**src/rtl/ibex_rf_wb_pkg.sv**
```systemverilog
// rtl/ibex_rf_wb_pkg.sv - shared types for the register-file writeback buffer
// Source selectors, load FSM states, the write entry and RV32E address folding.
package ibex_rf_wb_pkg;

  localparam int unsigned WbDataWidth = 32;

  typedef enum logic [1:0] {WB_NONE, WB_LOAD, WB_HOLD, WB_EX} wb_src_e;

  typedef enum logic {LD_IDLE, LD_WAIT} ld_state_e;

  typedef struct packed {
    logic                   valid;
    logic [4:0]             waddr;
    logic [WbDataWidth-1:0] wdata;
  } wb_entry_t;

  // RV32E has only x0-x15, so bit 4 is dropped from every address.
  function automatic logic [4:0] rf_addr_mask(input logic [4:0] addr, input logic rv32e);
    return {addr[4] & ~rv32e, addr[3:0]};
  endfunction

endpackage

```
**src/rtl/ibex_rf_wb_fwd.sv**
```systemverilog
// rtl/ibex_rf_wb_fwd.sv - operand forwarding compare/mux for one read port
// The hold entry is younger than the output entry, so it wins on a double match.
module ibex_rf_wb_fwd
  import ibex_rf_wb_pkg::*;
(
  input  logic [4:0]             raddr_i,
  input  wb_entry_t              hold_i,
  input  wb_entry_t              out_i,
  output logic                   fwd_valid_o,
  output logic [WbDataWidth-1:0] fwd_data_o
);

  always_comb begin
    fwd_valid_o = 1'b0;
    fwd_data_o  = '0;
    if (raddr_i != 5'd0) begin
      if (hold_i.valid && hold_i.waddr == raddr_i) begin
        fwd_valid_o = 1'b1;
        fwd_data_o  = hold_i.wdata;
      end else if (out_i.valid && out_i.waddr == raddr_i) begin
        fwd_valid_o = 1'b1;
        fwd_data_o  = out_i.wdata;
      end
    end
  end

endmodule

```
**src/rtl/ibex_rf_wb_buffer.sv**
```systemverilog
// rtl/ibex_rf_wb_buffer.sv - writeback buffer feeding the register-file write port
// Merges EX results with one outstanding load, holds a colliding EX result, forwards.
module ibex_rf_wb_buffer
  import ibex_rf_wb_pkg::*;
#(
  parameter int unsigned DataWidth = WbDataWidth,
  parameter bit          RV32E     = 1'b0
) (
  input  logic                 clk_i,
  input  logic                 rst_i,
  input  logic                 ex_valid_i,
  input  logic [4:0]           ex_waddr_i,
  input  logic [DataWidth-1:0] ex_wdata_i,
  output logic                 ex_ready_o,
  input  logic                 ld_req_i,
  input  logic [4:0]           ld_waddr_i,
  output logic                 ld_ready_o,
  input  logic                 ld_rvalid_i,
  input  logic [DataWidth-1:0] ld_rdata_i,
  input  logic                 ld_err_i,
  output logic                 ld_err_o,
  output logic                 rf_we_o,
  output logic [4:0]           rf_waddr_o,
  output logic [DataWidth-1:0] rf_wdata_o,
  input  logic [4:0]           raddr_a_i,
  input  logic [4:0]           raddr_b_i,
  output logic                 fwd_a_valid_o,
  output logic [DataWidth-1:0] fwd_a_data_o,
  output logic                 fwd_b_valid_o,
  output logic [DataWidth-1:0] fwd_b_data_o,
  output logic                 ld_hazard_o
);

  ld_state_e  state_q, state_d;
  logic [4:0] pend_rd_q, pend_rd_d;
  wb_entry_t  hold_q, hold_d;
  wb_entry_t  out_q, out_d;
  logic       ld_err_q, ld_err_d;
  wb_src_e    wb_src;

  logic [4:0] ex_addr, ld_addr, ra_addr, rb_addr;
  logic       ld_resp, ld_sel, waw_stall, ex_fire;

  assign ex_addr = rf_addr_mask(ex_waddr_i, RV32E);
  assign ld_addr = rf_addr_mask(ld_waddr_i, RV32E);
  assign ra_addr = rf_addr_mask(raddr_a_i, RV32E);
  assign rb_addr = rf_addr_mask(raddr_b_i, RV32E);

  assign ld_resp = (state_q == LD_WAIT) && ld_rvalid_i;
  // Errored loads and loads to x0 never compete for the write port.
  assign ld_sel  = ld_resp && !ld_err_i && (pend_rd_q != 5'd0);

  // A younger EX write to the pending load register must wait for the load data.
  assign waw_stall  = (state_q == LD_WAIT) && !ld_rvalid_i &&
                      (ex_addr == pend_rd_q) && (ex_addr != 5'd0);
  assign ex_ready_o = !hold_q.valid && !waw_stall;
  assign ex_fire    = ex_valid_i && ex_ready_o;
  assign ld_ready_o = (state_q == LD_IDLE);

  always_comb begin
    state_d   = state_q;
    pend_rd_d = pend_rd_q;
    unique case (state_q)
      LD_IDLE: begin
        if (ld_req_i) begin
          state_d   = LD_WAIT;
          pend_rd_d = ld_addr;
        end
      end
      LD_WAIT: begin
        if (ld_rvalid_i) begin
          state_d = LD_IDLE;
        end
      end
      default: state_d = LD_IDLE;
    endcase
  end

  always_comb begin
    wb_src   = WB_NONE;
    hold_d   = hold_q;
    out_d    = '0;
    ld_err_d = ld_resp && ld_err_i;

    if (ld_sel) begin
      wb_src = WB_LOAD;
      if (ex_fire && ex_addr != 5'd0) begin
        hold_d = '{valid: 1'b1, waddr: ex_addr, wdata: ex_wdata_i};
      end
    end else if (hold_q.valid) begin
      wb_src = WB_HOLD;
    end else if (ex_fire && ex_addr != 5'd0) begin
      wb_src = WB_EX;
    end

    unique case (wb_src)
      WB_LOAD: out_d = '{valid: 1'b1, waddr: pend_rd_q, wdata: ld_rdata_i};
      WB_HOLD: begin
        out_d  = hold_q;
        hold_d = '0;
      end
      WB_EX:   out_d = '{valid: 1'b1, waddr: ex_addr, wdata: ex_wdata_i};
      default: out_d = '0;
    endcase
  end

  always_ff @(posedge clk_i or posedge rst_i) begin
    if (rst_i) begin
      state_q   <= LD_IDLE;
      pend_rd_q <= 5'd0;
      hold_q    <= '0;
      out_q     <= '0;
      ld_err_q  <= 1'b0;
    end else begin
      state_q   <= state_d;
      pend_rd_q <= pend_rd_d;
      hold_q    <= hold_d;
      out_q     <= out_d;
      ld_err_q  <= ld_err_d;
    end
  end

  assign rf_we_o    = out_q.valid;
  assign rf_waddr_o = out_q.waddr;
  assign rf_wdata_o = out_q.wdata;
  assign ld_err_o   = ld_err_q;

  assign ld_hazard_o = (state_q == LD_WAIT) &&
                       (((ra_addr != 5'd0) && (ra_addr == pend_rd_q)) ||
                        ((rb_addr != 5'd0) && (rb_addr == pend_rd_q)));

  ibex_rf_wb_fwd u_fwd_a (
    .raddr_i    (ra_addr),
    .hold_i     (hold_q),
    .out_i      (out_q),
    .fwd_valid_o(fwd_a_valid_o),
    .fwd_data_o (fwd_a_data_o)
  );

  ibex_rf_wb_fwd u_fwd_b (
    .raddr_i    (rb_addr),
    .hold_i     (hold_q),
    .out_i      (out_q),
    .fwd_valid_o(fwd_b_valid_o),
    .fwd_data_o (fwd_b_data_o)
  );

  assert property (@(posedge clk_i) disable iff (rst_i) !(state_q == LD_WAIT && ld_req_i));
  assert property (@(posedge clk_i) disable iff (rst_i) !(state_q == LD_IDLE && ld_rvalid_i));

endmodule

```
**config.mk**
```make
export PLATFORM = sky130hd
export DESIGN_NAME = ibex_rf_wb_buffer
export DESIGN_NICKNAME = d
export VERILOG_FILES = /design/src/rtl/ibex_rf_wb_pkg.sv /design/src/rtl/ibex_rf_wb_fwd.sv /design/src/rtl/ibex_rf_wb_buffer.sv
export SDC_FILE = /design/constraint.sdc
export NUM_CORES = 1
export LEC_CHECK = 0
export ABC_CLOCK_PERIOD_IN_PS = 4500
export CORE_MARGIN = 1.5
export CORE_UTILIZATION = 30
export DETAILED_ROUTE_END_ITERATION = 8
export PLACE_DENSITY = 0.64
export SETUP_SLACK_MARGIN = 0.05
export SYNTH_ARGS = -nofsm -noshare
export SYNTH_HDL_FRONTEND = slang
export SYNTH_SLANG_ARGS = --single-unit
```
**constraint.sdc**
```tcl
create_clock -name clk_i -period 4.5 [get_ports clk_i]
set_input_delay 1.35 -clock clk_i [delete_from_list [all_inputs] [get_ports clk_i]]
set_output_delay 1.35 -clock clk_i [all_outputs]
set_load 0.05 [all_outputs]
```
# Word level (Yosys, flattened, before mapping)
# Cells that the tools add are included.
dict set report word_totals {
  ff_bits 83
  input_bits 90
}
dict set report classes {
  n_eq_ne 10
  mux 22
  bitwise_logic 1
  n_reduce_logical 30
}
# cell count
set ops {}
lappend ops {{32-bit two-way mux} 6}
lappend ops {{38-bit two-way mux} 3}
lappend ops {{38-bit case mux with 3 select lines} 1}
lappend ops {{5-bit equality test} 7}
lappend ops {{5-bit nonzero test} 4}
lappend ops {{1-bit logical AND} 17}
lappend ops {{1-bit two-way mux} 8}
lappend ops {{2-bit two-way mux} 3}
lappend ops {{2-bit equality test (second input constant)} 2}
lappend ops {{1-bit logical NOT} 4}
lappend ops {{2-bit AND reduction} 2}
lappend ops {{2-bit nonzero test} 2}
lappend ops {{2-bit by 1-bit equality test with 1-bit output (second input constant)} 1}
lappend ops {{1-bit case mux with 2 select lines} 1}
lappend ops {{1-bit logical OR} 1}
lappend ops {{1-bit NOT} 1}

# Longest topological paths before layout
dict set report depth {
  word_depth 14
  mapped_depth 7
  depth_no_buf 5
}

# By module
# Synthesis repeated with hierarchy kept, for this count alone.
dict set report unflattened {
  cells_unflattened 620
  area_unflattened_um2 5794.3
}
# mod n_inst cells_per_inst area_per_inst_um2
set modules_own_cells {}
lappend modules_own_cells {ibex_rf_wb_buffer 1 348 3717.3}
lappend modules_own_cells {ibex_rf_wb_fwd 2 136 1038.5}

# Worst setup path after synthesis
# No wires, ideal clock.
dict set report synth_path {
  path_type {input to output}
  from {input raddr_a_i[2]}
  to {output fwd_a_valid_o}
  arrival_time_ns 3.401
  required_time_ns 3.150
  slack_ns -0.251
  cell_stages 6
  path_buffers 2
  cell_sequence {xor2_1 > nor4_1 > nand3_1 > clkbuf_1 > buf_1 > a21boi_0}
}
dict set report synth_via {
  elab_chain_len 5
  word_cells_on_any_way 8
  classes_between {eq/ne: 2; mux: 3; reduce/logical: 3}
}
# element line_no
set synth_rtl {}
lappend synth_rtl {{start, declared} ibex_rf_wb_buffer.sv:25} ;# input logic [4:0] raddr_a_i,
lappend synth_rtl {{5-bit equality test} ibex_rf_wb_fwd.sv:20} ;# end else if (out_i.valid && out_i.waddr == raddr_i) begin
lappend synth_rtl {{1-bit logical AND} ibex_rf_wb_fwd.sv:20}
lappend synth_rtl {{1-bit two-way mux} ibex_rf_wb_fwd.sv:20}
lappend synth_rtl {{1-bit two-way mux} ibex_rf_wb_fwd.sv:17} ;# if (hold_i.valid && hold_i.waddr == raddr_i) begin
lappend synth_rtl {{1-bit two-way mux (*)} ibex_rf_wb_fwd.sv:16} ;# if (raddr_i != 5'd0) begin
lappend synth_rtl {{end, declared} ibex_rf_wb_buffer.sv:27} ;# output logic fwd_a_valid_o,
# Mark *: on every way between the ends. The rest lies on a longest branch, timed or not.

# Final worst setup path
dict set report layout_path {
  from {input raddr_b_i[3]}
  to {output fwd_b_data_o[0]}
}
dict set report layout_via {
  elab_chain_len 5
  word_cells_on_any_way 8
  classes_between {eq/ne: 2; mux: 3; reduce/logical: 3}
}
# element line_no
set layout_rtl {}
lappend layout_rtl {{start, declared} ibex_rf_wb_buffer.sv:26} ;# input logic [4:0] raddr_b_i,
lappend layout_rtl {{5-bit equality test} ibex_rf_wb_fwd.sv:20}
lappend layout_rtl {{1-bit logical AND} ibex_rf_wb_fwd.sv:20}
lappend layout_rtl {{32-bit two-way mux} ibex_rf_wb_fwd.sv:20}
lappend layout_rtl {{32-bit two-way mux} ibex_rf_wb_fwd.sv:17}
lappend layout_rtl {{32-bit two-way mux (*)} ibex_rf_wb_fwd.sv:16}
lappend layout_rtl {{end, declared} ibex_rf_wb_buffer.sv:30} ;# output logic [DataWidth-1:0] fwd_b_data_o,
# Marks and branches as above.

==> results.txt <==
Status -> complete, no violations
Mean cell area of the mapped netlist -> 9.36 µm²
Area delta synth->final -> 86.8%
FILL cells -> 1281
DR DRC count -> 0
Flop2flop setup slack -> 1860 ps
Post-layout min period -> 4430 ps
Seq/Total Area, Yosys -> 45.1%
Final WL -> 18000 µm
CTS Buf Count -> 9
Clock Path Buffers -> 2
Synth warn -> 0
Critical path startpoint category -> primary input
Top FF cell, synth -> dfrtp_1
Max-slew headroom -> 35.4%
Starting DRT DRC Count -> 301
Largest net degree at the start of global routing -> 56
TritonRoute pass-1 iters -> 5
Power Total -> 2.67 mW
Worst-margin pin slew -> 969 ps
Sw Pwr -> 0.969 mW
Critical path peak fanout -> 8
Full die area -> 16100 µm²
CP most frequent cell -> buf_12
# IOs -> 198
Pleak -> 3.57 nW
First-pass GRT wire length -> 27100 µm
Reg-to-Reg End -> hold_q[1]
Root Buffer -> clkbuf_16
RSZ-0062 raised after global routing -> true
Pwr dens -> 310 nW/µm²
Most common cell after layout, fill and taps aside -> clkdlybuf4s50_1
WHS Path Cells -> 1
Most frequent cells in the layout -> clkdlybuf4s50_1 (119), dfrtp_1 (82), buf_12 (78)
Comb power frac -> 32.7%
Antenna violations before repair -> 0
Htree depth -> 3
HP Class -> reg2reg
RR Startpoint -> pend_rd_q[3]
Syn nets -> 582
VDD IR-drop max -> 0.188 mV
Yosys reg bits -> 83
Vias -> 4890
Starting Density -> 30.5%
CTS tree -> done
Slowest-stage cell, CP -> or3_4
Post-Synthesis Cell Area -> 4600 µm²
Clock sink count -> 83
# hold bufs at CTS -> 0
Peak Freq -> 0.226 GHz
CP arrival -> 3080 ps
Routing usage on met2 -> 38.3%
Library cells used by synthesis -> 34
Routability congestion estimate -> 0.875
Worst R2R Path Depth -> 6
GRT Total Usage -> 21.4%
Fraction of layout cells with a size suffix above 1 -> 28.6%
Die H -> 127 µm
Vias in the first global route -> 5040
# rows -> 45
Antenna viol nets, final -> 0
Nets -> 788
HPWL Detailed -> 12200 µm
Clock Latency Late Sink -> 330 ps
Worst clock skew -> 6.26 ps
Core ar. -> 15100 µm²
Max_cap viols -> 0
Pins Over Slew Limit -> 0
Setup-failing EPs final -> 0
Number of non-filler instances in the completed layout -> 891
CP Capture Type -> primary output
Clock power share -> 26.9%
Hold Crit Start -> hold_q[2]
Final Hold Vio Count -> 0
Vias per inst -> 5.49
Wire per inst -> 20.2 µm
Sequential power share -> 40.4%
Grt total ovfl -> 0
Met3 Track Usage GR -> 3.46%
Synth async-reset ratio -> 100%
CP cell instances -> clkdlybuf4s15_1, xor2_1, or3_4, nor3b_4, buf_6, buf_12, a22o_1, buf_12
Ant diodes -> 0
Crit path required time -> 3150 ps
Fin Setup TNS -> 0 ps
Pint -> 1.70 mW
Clk pin slew, worst setup/hold paths -> 60 ps
DP Cell Count -> 866
Switch share -> 36.3%
Met1 usage -> 25.9%
Die Wd -> 127 µm
Syn Inst Count -> 492
EDFF count, synth -> 0
Gr busiest metal -> met2
Worst Hold Path EP -> hold_q[2]
Period Utilization, post-route -> 98.5%
CP Class -> in2out
IO Port Bufs -> 197
CP max stage delay -> 410 ps
power groups by stage:
stage / logic (mW) / clock network (mW) / registers (mW)
floorplan: 0.365 / 0 / 1.15
global route: 0.928 / 0.765 / 1.10
finish: 0.872 / 0.718 / 1.08
CTS: 0.831 / 0.736 / 1.07
global placement: 0.768 / 0 / 1.07
detailed placement: 0.786 / 0 / 1.07
synth_stat cells, types with 2 or more instances:
library cell  count  share of area [%]
a21oi_1          39                4.2
a22o_1           73                 14
a22oi_1          35                5.7
buf_2            16                1.7
buf_6             4               0.98
clkbuf_1         27                2.2
dfrtp_1          83                 45
inv_1             3               0.24
mux2_2            5                1.2
nand2_1          67                5.5
nand2b_1          2               0.27
nand3_1           4               0.43
nand4_1           3               0.41
nor2_1           41                3.3
nor3_1            2               0.22
nor4_1            5               0.68
o22ai_1          32                4.3
or4_1             2               0.33
xnor2_1          10                1.9
xor2_1           25                4.8
registers in the layout, indices dropped and copies added (netlist names):
signal / cells
pend_rd_q: 5
ld_err_o: 1
rf_wdata_o: 32
rf_waddr_o: 5
rf_we_o: 1
state_q: 1
hold_q: 38
worst max-delay path: cells and delay by family:
family	cells	cell delay [ps]
AOI/OAI and AO/OA	1	270
xor gates and xnor gates	1	190
buffers and inverters	4	680
and+or+nand+nor	2	580
final cells by class:
class	instances	area (µm²)	area share [%]
Clock buffer	11	233	2.71
Sequential cell	83	2080	24.2
Clock inverter	5	53.8	0.626
Tap cell	188	235	2.74
Timing Repair Buffer	243	3160	36.7
Multi-Input combinational cell	358	2830	32.9
Inverter	3	12.5	0.145
per-layer routing:
metal,vias up,share of wire (%)
met4,0,2.0
met3,31,5.1
li1,2228,-
met2,194,52
met1,2437,41
met5,-,0
how the worst max path moves through the flow:
stage,start,endpoint,slack [ps],cells past startpoint
after floorplan,raddr_a_i[4],fwd_a_data_o[0],90,5
after global routing,raddr_a_i[2],fwd_a_data_o[10],20,9
after global placement,raddr_b_i[4],fwd_b_data_o[31],-330,9
final,raddr_b_i[3],fwd_b_data_o[0],70,8
after detailed placement,raddr_b_i[4],fwd_b_data_o[31],-390,9
after CTS,raddr_b_i[4],fwd_b_data_o[13],-20,10
stage by stage:
stage | cell area, µm² | hold WS (ps) | util [%] | worst slack, ps
floorplan | 4600 | 510 | - | 85.4
global placement | 7630 | 535 | 50.5 | -331
detailed placement | 7630 | 538 | 50.5 | -392
CTS | 8330 | 554 | 55.2 | -22.9
global route | 8600 | 573 | 57.0 | 19.7
finish | 8600 | 562 | 57.0 | 67.8
cell families after synthesis:
family                 count (synthesis)  share of synthesized area, %
buffers and inverters                 51                          5.24
AO/OA/AOI/OAI                        184                          29.3
XOR/XNOR                              35                          6.66
AND/OR/NAND/NOR                      134                          12.4
flip-flops                            83                          45.1
multiplexers                           5                          1.22
what timing repair did:
item,in CTS,in global routing
setup endpoints to repair,67,65
cloned,2,2
setup buffers,4,1
resized for setup,89,45
pin swaps,28,12
(Power assumes the default switching activity.)
